<file path="config.mk">
export PLATFORM = sky130hd
export DESIGN_NAME = cla_addsub_pipe
export DESIGN_NICKNAME = d
export VERILOG_FILES = /design/src/rtl/cla_addsub_pipe.sv
export SDC_FILE = /design/constraint.sdc
export NUM_CORES = 1
export LEC_CHECK = 0
export CELL_PAD_IN_SITES_DETAIL_PLACEMENT = 2
export CELL_PAD_IN_SITES_GLOBAL_PLACEMENT = 2
export CORE_AREA = 4 4 144 105
export CTS_BUF_LIST = sky130_fd_sc_hd__clkbuf_4
export CTS_CLUSTER_SIZE = 14
export DETAILED_ROUTE_END_ITERATION = 10
export DIE_AREA = 0 0 148 109
export PLACE_DENSITY_LB_ADDON = 0.1
export SLEW_MARGIN = 10
export SYNTH_ARGS = -nofsm -noshare
export SYNTH_HDL_FRONTEND = slang
export SYNTH_SLANG_ARGS = --single-unit
export TNS_END_PERCENT = 1
</file>
<file path="constraint.sdc">
create_clock -name clk -period 8.4 [get_ports clk]
set_input_delay 1.26 -clock clk [delete_from_list [all_inputs] [get_ports clk]]
set_output_delay 1.26 -clock clk [all_outputs]
set_load 0.03 [all_outputs]
</file>
<file path="src/rtl/cla_addsub_pipe.sv">
// Pipelined carry-lookahead add/subtract with carry, overflow and zero flags; latency STAGES cycles.
// Backpressure: one global stall, in_ready = ~out_valid | out_ready; all stages hold while stalled.
module cla_addsub_pipe #(
  parameter int WIDTH  = 32,
  parameter int GROUP  = 4,
  parameter int STAGES = 2
) (
  input  logic             clk,
  input  logic             reset_n,
  input  logic             in_valid,
  output logic             in_ready,
  input  logic             op,
  input  logic [WIDTH-1:0] a,
  input  logic [WIDTH-1:0] b,
  input  logic             ci,
  output logic             out_valid,
  input  logic             out_ready,
  output logic [WIDTH-1:0] s,
  output logic             co,
  output logic             co_prev,
  output logic             ov,
  output logic             zero
);

  localparam int SW   = WIDTH / STAGES;
  localparam int NG   = SW / GROUP;
  localparam int LAST = STAGES - 1;

  if ((WIDTH % (GROUP * STAGES)) != 0) begin : g_bad_width
    $error("cla_addsub_pipe: WIDTH must be a multiple of GROUP*STAGES");
  end

  typedef struct packed {
    logic [WIDTH-1:0] a;
    logic [WIDTH-1:0] b;
    logic [WIDTH-1:0] s;
    logic             c;
  } beat_t;

  beat_t              src   [STAGES];
  beat_t              st_d  [STAGES];
  beat_t              st_q  [STAGES];
  logic  [STAGES-1:0] src_vld;
  logic  [STAGES-1:0] vld_q;
  logic               cprev_d;
  logic               co_prev_q;
  logic               ov_q;
  logic               zero_q;
  logic               en;

  // Carries of one group, each written as a flat sum of generate/propagate products.
  function automatic logic [GROUP:0] cla_group(input logic [GROUP-1:0] g,
                                               input logic [GROUP-1:0] p,
                                               input logic             cin);
    logic [GROUP:0] c;
    logic           acc;
    logic           prod;
    c    = '0;
    c[0] = cin;
    for (int i = 0; i < GROUP; i++) begin
      acc  = g[i];
      prod = p[i];
      for (int j = i - 1; j >= 0; j--) begin
        acc  = acc | (prod & g[j]);
        prod = prod & p[j];
      end
      c[i+1] = acc | (prod & cin);
    end
    return c;
  endfunction

  assign en       = ~vld_q[LAST] | out_ready;
  assign in_ready = en;

  // Stage 0 sees the prepared operands; later stages see the previous stage register.
  always_comb begin
    src[0].a   = a;
    src[0].b   = op ? ~b : b;
    src[0].s   = '0;
    src[0].c   = op | ci;
    src_vld[0] = in_valid;
    for (int k = 1; k < STAGES; k++) begin
      src[k]     = st_q[k-1];
      src_vld[k] = vld_q[k-1];
    end
  end

  always_comb begin
    logic [GROUP-1:0] ga;
    logic [GROUP-1:0] gb;
    logic [GROUP-1:0] gg;
    logic [GROUP-1:0] gp;
    logic [GROUP:0]   cv;
    logic             carry;
    int               base;
    ga      = '0;
    gb      = '0;
    gg      = '0;
    gp      = '0;
    cv      = '0;
    carry   = 1'b0;
    base    = 0;
    cprev_d = 1'b0;
    for (int k = 0; k < STAGES; k++) begin
      st_d[k] = src[k];
      carry   = src[k].c;
      for (int gi = 0; gi < NG; gi++) begin
        base  = k * SW + gi * GROUP;
        ga    = src[k].a[base +: GROUP];
        gb    = src[k].b[base +: GROUP];
        gg    = ga & gb;
        gp    = ga ^ gb;
        cv    = cla_group(gg, gp, carry);
        st_d[k].s[base +: GROUP] = gp ^ cv[GROUP-1:0];
        if (k == LAST && gi == NG - 1) begin
          cprev_d = cv[GROUP-1];
        end
        carry = cv[GROUP];
      end
      st_d[k].c = carry;
    end
  end

  // Data registers load only on valid beats, so they keep their last value across bubbles.
  always_ff @(posedge clk or negedge reset_n) begin
    if (!reset_n) begin
      vld_q     <= '0;
      co_prev_q <= 1'b0;
      ov_q      <= 1'b0;
      zero_q    <= 1'b0;
      for (int k = 0; k < STAGES; k++) begin
        st_q[k] <= '0;
      end
    end else if (en) begin
      for (int k = 0; k < STAGES; k++) begin
        vld_q[k] <= src_vld[k];
        if (src_vld[k]) begin
          st_q[k] <= st_d[k];
        end
      end
      if (src_vld[LAST]) begin
        co_prev_q <= cprev_d;
        ov_q      <= st_d[LAST].c ^ cprev_d;
        zero_q    <= ~|st_d[LAST].s;
      end
    end
  end

  assign out_valid = vld_q[LAST];
  assign s         = st_q[LAST].s;
  assign co        = st_q[LAST].c;
  assign co_prev   = co_prev_q;
  assign ov        = ov_q;
  assign zero      = zero_q;

endmodule
</file>
==> results of run 1 <==
==> sequential cells by signal, summed over array words and instances, names as in the netlist <==
register	flops
s	32
src	49
vld_q	2
co	1
ov	1
co_prev	1
zero	1
==> metal layers <==
| metal | track usage | share of wire | wire (um) |
|---|---|---|---|
| met5 | 0 | 0 | 0 |
| met2 | 0.287 | 0.48 | 6360 |
| met1 | 0.232 | 0.47 | 6210 |
| met3 | 0.0382 | 0.035 | 458 |
| met4 | 0.0316 | 0.0075 | 99 |
==> metrics by stage <==
step / worst slack (ns) / hold WS [ns]
6_report: 4.24 / 0.500
5_1_grt: 3.85 / 0.538
4_1_cts: 4.20 / 0.509
3_5_place_dp: 3.70 / 0.478
3_3_place_gp: 3.87 / 0.460
2_1_floorplan: 4.32 / 0.456
==> layout by cell type (no fill, tap or decap), drive strengths merged, types with 2 or more instances in the layout <==
master,netlist,routed
nor4b,3,3
a21o,5,5
nor2,15,15
xor2,31,31
a21oi,19,19
nand2,59,59
clkinv,0,3
nor3,4,4
mux2i,2,2
fa,8,8
ha,32,32
o21ai,54,54
nand2b,3,3
nand4,3,3
nor4,3,3
mux2,36,36
o311ai,2,2
bufinv,0,2
inv,20,20
buf,4,5
xnor2,25,25
a211o,2,2
clkdlybuf4s50,0,105
dfrtp,87,87
clkbuf,14,10
o31ai,2,2
a211oi,3,3
==> path summary, 6_finish.rpt <==
| kind | to | cells after the start | slack [ns] |
|---|---|---|---|
| min | s[17] | 2 | 0.50 |
| min reg2reg | s[17] | 2 | 0.50 |
| max in group asynchronous | src[16] | 2 | 6.56 |
| max reg2reg | zero | 12 | 4.40 |
| max | src[13] | 12 | 4.24 |
| min in group asynchronous | co | 1 | 0.62 |
==> kinds of logic after synthesis <==
group,count (synthesis)
and+or+nand+nor,98
AOI/OAI and AO/OA,97
DFF,87
xor gates and xnor gates,56
adders and majority gates,40
buffers and inverters,38
muxes,38
==> worst max-delay path, cell delays in order <==
cell	delay, ns
buf_2	0.77
xor2_1	0.15
ha_1	0.37
a211oi_1	0.38
o21ai_0	0.18
o211ai_1	0.16
nand2_1	0.13
a21oi_1	0.26
inv_1	0.07
a21oi_1	0.20
fa_1	0.43
o21ai_0	0.15
==> cell type report <==
cell class | instances | share of cell area
Tap cell | 190 | 0.0379
Inverter | 20 | 0.0120
Multi-Input combinational cell | 329 | 0.404
Clock inverter | 6 | 0.0136
Timing Repair Buffer | 110 | 0.173
Sequential cell | 87 | 0.347
Clock buffer | 10 | 0.0120
==> power by group through the flow <==
stage / combinational [mW] / clock (mW) / sequential [mW]
after CTS: 0.874 / 0.286 / 0.654
after floorplan: 0.372 / 0 / 0.796
after global placement: 0.840 / 0 / 0.653
after detailed placement: 0.867 / 0 / 0.663
final: 0.859 / 0.273 / 0.649
after global routing: 0.938 / 0.303 / 0.670
==> reports/metrics.csv, run 1 <==
stage,metric,value,unit
status,status,finished clean,
power_and_ir_drop,p_sw_frac,0.407,
sta,skew,0.0174,ns
sta,fmax,240,MHz
global_routing,grt_pass1_vias,4113,
power_and_ir_drop,internal-power,1.06,mW
clock_tree,clk_latency,0.46,ns
power_and_ir_drop,combPwrFrac,0.482,
clock_tree,cts_num_sinks,87,
worst_setup_path,crit_fanout,33,
die,dieArea,16100,um2
logic_synthesis,ys_types,46,
die,die-width,148,um
logic_synthesis,synth_top_area_frac,0.449,
logic_synthesis,async_flop_share,1.00,
sta,setup_viol,0,
sta,setup_tns,0,ns
finish,multi_input_area,2530,um2
logic_synthesis,synth_nets,564,
route,wl,13.1,mm
die,core_area,13700,um2
power_and_ir_drop,switching_power,726,uW
sta,relSlewSlack,0.307,
logic_synthesis,yosys-top-cells-count,"dfrtp_1, nand2_1, o21ai_0, mux2_2, ha_1",
finish,final_cell_count_no_fill,752,
worst_setup_path,cp-end-kind,flop,
finish,postLayoutCellArea,6270,um2
die,die_h,109,um
logic_synthesis,synth_top_family_by_area,compound AO/OA/AOI/OAI gates,
global_routing,grt_max_degree,86,
die,start_util,0.354,
route,drcViolationCount,0,
clock_tree,cts_hold_buf,0,
logic_synthesis,syn_area_per_cell,10.7,um2
clock_tree,post_cts_buffers,0,
logic_synthesis,synth_compound_area_frac,0.127,
clock_tree,htreeDepth,3,
global_routing,grt_first_pass_wirelength,21.9,mm
finish,nFillCells,1477,
sta,slew_viol_final,0,
worst_setup_path,critPathLaunchType,primary input,
power_and_ir_drop,clock_power_share,0.153,
min_path,worst_hold_path_type,reg2reg,
clock_tree,clkTransAtPathRegs,0.15,ns
worst_setup_path,setup.worst_path.start,op,
finish,num_antenna_cells,0,
logic_synthesis,synth_mux_area_frac,0.0877,
route,vias,3705,
worst_setup_path,worstSetupPathType,in2reg,
sta,worstMarginPinSlew,1.04,ns
worst_setup_path,required,8.79,ns
route,drtIter0Drc,97,
clock_tree,cts-resized-gates,0,
placed_design,placedCellCount,736,
placed_design,place.gp.congestion,0.773,
die,fp-row-count,36,
worst_setup_path,cp.arrival,4.55,ns
logic_synthesis,yosysTopAreaCell,dfrtp_1,
global_routing,antenna_found_initial,0,
route,antenna_left,0,
sta,finalHoldViolations,0,
power_and_ir_drop,total_power,1.78,mW
logic_synthesis,yosys.area_share.simple,0.0903,
finish,drive_gt1_frac,0.112,
global_routing,grt-ovfl-total,0,
finish,area_growth_syn_to_layout,29.3,%
die,ios,108,
logic_synthesis,synth_seq_cells,87,
clock_tree,cts_buffer_depth,2,
logic_synthesis,synth_area,4850,um2
min_path,hold_start,s[17],
logic_synthesis,synth_xor_area_frac,0.101,
route,wl_per_cell,17.5,um
finish,ff_latch_area,2180,um2
power_and_ir_drop,worst_ir_drop_vdd,0.000116,V
route,vias_per_cell,4.93,
power_and_ir_drop,p_seq_frac,0.365,
logic_synthesis,synthCells,454,
logic_synthesis,synth_ff_type,dfrtp_1,
logic_synthesis,yosys.area_share.adder,0.116,
placed_design,portBuffers,107,
global_routing,grt_use_total,0.171,
logic_synthesis,yosys_warnings,0,
logic_synthesis,synth.area.top_cells,"dfrtp_1, ha_1, mux2_2, xor2_1, o21ai_0",
flow_run,maxCapViolations,0,
clock_tree,cts_root_buf,clkbuf_4,
power_and_ir_drop,power_leakage,2.72,nW
clock_tree,cts_inserted_buffers,9,
sta,layout_min_cycle_time,4.16,ns
clock_tree,cts_tree,yes,
route,drtPass1Iterations,4,
worst_setup_path,r2r_start,src[55],
power_and_ir_drop,p_per_area,284,nW/um2
sta,grt_setup_unrepaired,no,
placed_design,hpwlAfterDp,10.1,mm
sta,fin_crit_sh,0.495,
finish,nets,667,
logic_synthesis,seq_area_frac_synth,0.449,
placed_design,place_area,6110,um2
finish,fin_util,0.458,
logic_synthesis,synth_edf_count,0,
logic_synthesis,synth_most_common_cell,dfrtp_1,
Power figures use the tool's default switching activity.
==> inputs of run 2 (changes only) <==
--- a/config.mk
+++ b/config.mk
@@ -7,11 +7,11 @@
 export LEC_CHECK = 0
 export CELL_PAD_IN_SITES_DETAIL_PLACEMENT = 2
 export CELL_PAD_IN_SITES_GLOBAL_PLACEMENT = 2
-export CORE_AREA = 4 4 144 105
+export CORE_AREA = 4 4 150 109
 export CTS_BUF_LIST = sky130_fd_sc_hd__clkbuf_4
 export CTS_CLUSTER_SIZE = 14
 export DETAILED_ROUTE_END_ITERATION = 10
-export DIE_AREA = 0 0 148 109
+export DIE_AREA = 0 0 154 113
 export PLACE_DENSITY_LB_ADDON = 0.1
 export SLEW_MARGIN = 10
 export SYNTH_ARGS = -nofsm -noshare
==> constraint.sdc (replaced) <==
create_clock -name clk -period 4.28 [get_ports clk]
set_input_delay 0.642 -clock clk [delete_from_list [all_inputs] [get_ports clk]]
set_output_delay 0.642 -clock clk [all_outputs]
set_load 0.03 [all_outputs]
==> run 2 against run 1 <==
Net effect: clock skew decreased by 0.0058 ns; global-route usage decreased by 1.2 points; highest routed layer unchanged; critical path type is now reg2reg; power increased by 92%; critical path depth increased by 1.
==> reports/metrics.csv, run 2 (same netlist as run 1, synthesis figures left out) <==
stage,metric,value,unit,change
global_routing,antenna_found_initial,0,,unchanged
power_and_ir_drop,internal-power,2.02,mW,was 1.06 mW
placed_design,hpwlAfterDp,10.5,mm,was 10.1 mm
global_routing,grt_pass1_vias,4221,,was 4113
power_and_ir_drop,combPwrFrac,0.498,,was 0.482
die,start_util,0.322,,was 0.354
finish,area_growth_syn_to_layout,29.8,%,was 29.3%
die,die-width,154,um,was 148 um
power_and_ir_drop,power_leakage,2.72,nW,about the same
sta,grt_setup_unrepaired,no,,unchanged
die,core_area,15100,um2,was 13700 um2
route,drcViolationCount,0,,unchanged
route,wl,13.3,mm,was 13.1 mm
finish,largest_reg_flops,49,,unchanged
route,vias_per_cell,4.83,,was 4.93
placed_design,portBuffers,107,,unchanged
clock_tree,cts_buffer_depth,2,,unchanged
power_and_ir_drop,worst_ir_drop_vdd,0.000226,V,was 0.000116 V
sta,layout_min_cycle_time,3.91,ns,
worst_setup_path,required,4.65,ns,was 8.79 ns
worst_setup_path,cp_top_family,compound AO/OA/AOI/OAI gates,,unchanged
power_and_ir_drop,p_per_area,544,nW/um2,was 284 nW/um2
finish,final_cell_mix,"clkdlybuf4s50_1, dfrtp_1, nand2_1, o21ai_0, mux2_2",,unchanged
worst_setup_path,crit_fanout,4,,was 33
global_routing,grt_max_degree,61,,was 86
power_and_ir_drop,total_power,3.43,mW,was 1.78 mW
worst_setup_path,cpMostUsedCell,nor4b_2,,
worst_setup_path,cp.arrival,4.27,ns,was 4.55 ns
die,dieArea,17400,um2,was 16100 um2
finish,nets,670,,was 667
sta,setup_tns,0,ns,unchanged
worst_setup_path,cp_slowest_stage_delay,0.50,ns,was 0.77 ns
sta,fmax,256,MHz,
global_routing,grt-ovfl-total,0,,unchanged
worst_setup_path,cp_slowest_cell,fa_1,,was buf_2
clock_tree,clkTransAtPathRegs,0.14,ns,was 0.15 ns
status,status,finished clean,,unchanged
route,top_layer_used,met4,,unchanged
flow_run,maxCapViolations,0,,unchanged
clock_tree,cts_root_buf,clkbuf_4,,unchanged
power_and_ir_drop,clock_power_share,0.133,,was 0.153
route,vias,3689,,was 3705
placed_design,place.gp.congestion,0.778,,was 0.773
clock_tree,htreeDepth,3,,unchanged
power_and_ir_drop,p_sw_frac,0.411,,was 0.407
min_path,worst_hold_path_type,in2async,,was reg2reg
sta,slew_viol_final,0,,unchanged
finish,postLayoutCellArea,6290,um2,was 6270 um2
finish,drive_gt1_frac,0.121,,was 0.112
sta,worstMarginPinSlew,0.793,ns,was 1.04 ns
finish,mostFrequentLayoutCell,clkdlybuf4s50_1,,unchanged
clock_tree,cts_hold_buf,0,,unchanged
clock_tree,cts_tree,yes,,unchanged
die,ios,108,,unchanged
power_and_ir_drop,p_seq_frac,0.369,,was 0.365
worst_setup_path,critical_path_buf_inv_count,0,,was 2
route,wl_met3,373,um,was 458 um
worst_setup_path,critPathLaunchType,flop,,was primary input
route,wl_per_cell,17.4,um,was 17.5 um
route,wl_met2,6.36,mm,about the same
worst_setup_path,worstSetupPathType,reg2reg,,was in2reg
global_routing,grt_use_total,0.159,,was 0.171
sta,skew,0.0115,ns,was 0.0174 ns
clock_tree,cts_inserted_buffers,9,,unchanged
finish,num_antenna_cells,0,,unchanged
sta,fin_crit_sh,0.913,,
sta,relSlewSlack,0.471,,was 0.307
clock_tree,cts_num_sinks,87,,unchanged
route,antenna_left,0,,unchanged
power_and_ir_drop,switching_power,1.41,mW,was 726 uW
sta,finalHoldViolations,0,,unchanged
die,die_h,113,um,was 109 um
route,drtPass1Iterations,4,,unchanged
global_routing,grt_first_pass_wirelength,22.2,mm,was 21.9 mm
clock_tree,clk_latency,0.44,ns,was 0.46 ns
route,drtIter0Drc,90,,was 97
worst_setup_path,cp-end-kind,flop,,unchanged
worst_setup_path,crit_chain,ha_1 -> o21ai_0 -> o21ai_2 -> a21oi_2 -> nor2b_1 -> nor2_1 -> o21bai_1 -> fa_1 -> nor4b_2 -> nand4b_1 -> nor4b_2 -> o2111ai_1 -> o31ai_1,,was buf_2 -> xor2_1 -> ha_1 -> a211oi_1 -> o21ai_0 -> o211ai_1 -> nand2_1 -> a21oi_1 -> inv_1 -> a21oi_1 -> fa_1 -> o21ai_0
placed_design,place_area,6150,um2,was 6110 um2
route,wl_met1,6.45,mm,was 6.21 mm
sta,setup_viol,0,,unchanged
die,fp-row-count,38,,was 36
-- run 2: routing by layer --
layer	GRT usage	vias up
met5	0	-
met4	0.0335	0
met3	0.0317	9
met2	0.266	60
met1	0.216	1853
li1	-	1767
-- run 2: what timing repair did --
| item | in CTS | in global routing |
|---|---|---|
| endpoints found under the hold margin | 0 | 0 |
| buffers inserted | 0 | 0 |
| endpoints found under the setup margin | 0 | 1 |
| resized for setup | 0 | 4 |
-- run 2: path summary, 6_finish.rpt --
check,depth (start not counted),endpoint,from,slack [ns]
worst max-delay path,13,zero,src[50],0.37
worst min-delay path,1,s[27],reset_n,0.26
worst max register to register,13,zero,src[50],0.37
worst min register to register,2,zero,zero,0.50
max in group asynchronous,2,src[11],reset_n,3.13
min in group clk,2,zero,zero,0.50
-- run 2: area by class of cell --
class,instances,area (um2)
Inverter,20,75.1
Fill cell,1595,8780
Sequential cell,87,2180
Timing Repair Buffer,113,1110
Tap cell,200,250
Clock buffer,10,75.1
Clock inverter,5,50.0
Multi-Input combinational cell,329,2560
-- run 2: power by group through the flow --
stage	clock (mW)	combinational (mW)	sequential [mW]
4_1_cts	0.479	1.72	1.27
2_1_floorplan	0	0.730	1.56
3_3_place_gp	0	1.67	1.27
3_5_place_dp	0	1.71	1.29
6_report	0.455	1.71	1.26
5_1_grt	0.515	1.86	1.30
-- run 2: through the flow --
step                      utilization  worst slack (ns)  std cells  hold slack [ns]
final                           0.418             0.374        764            0.261
after floorplan                     -             0.822        454            0.346
after global placement          0.408             0.135        749            0.467
after global routing            0.418             0.137        764            0.300
after CTS                       0.416           0.00632        764            0.268
after detailed placement        0.408            0.0380        749            0.473
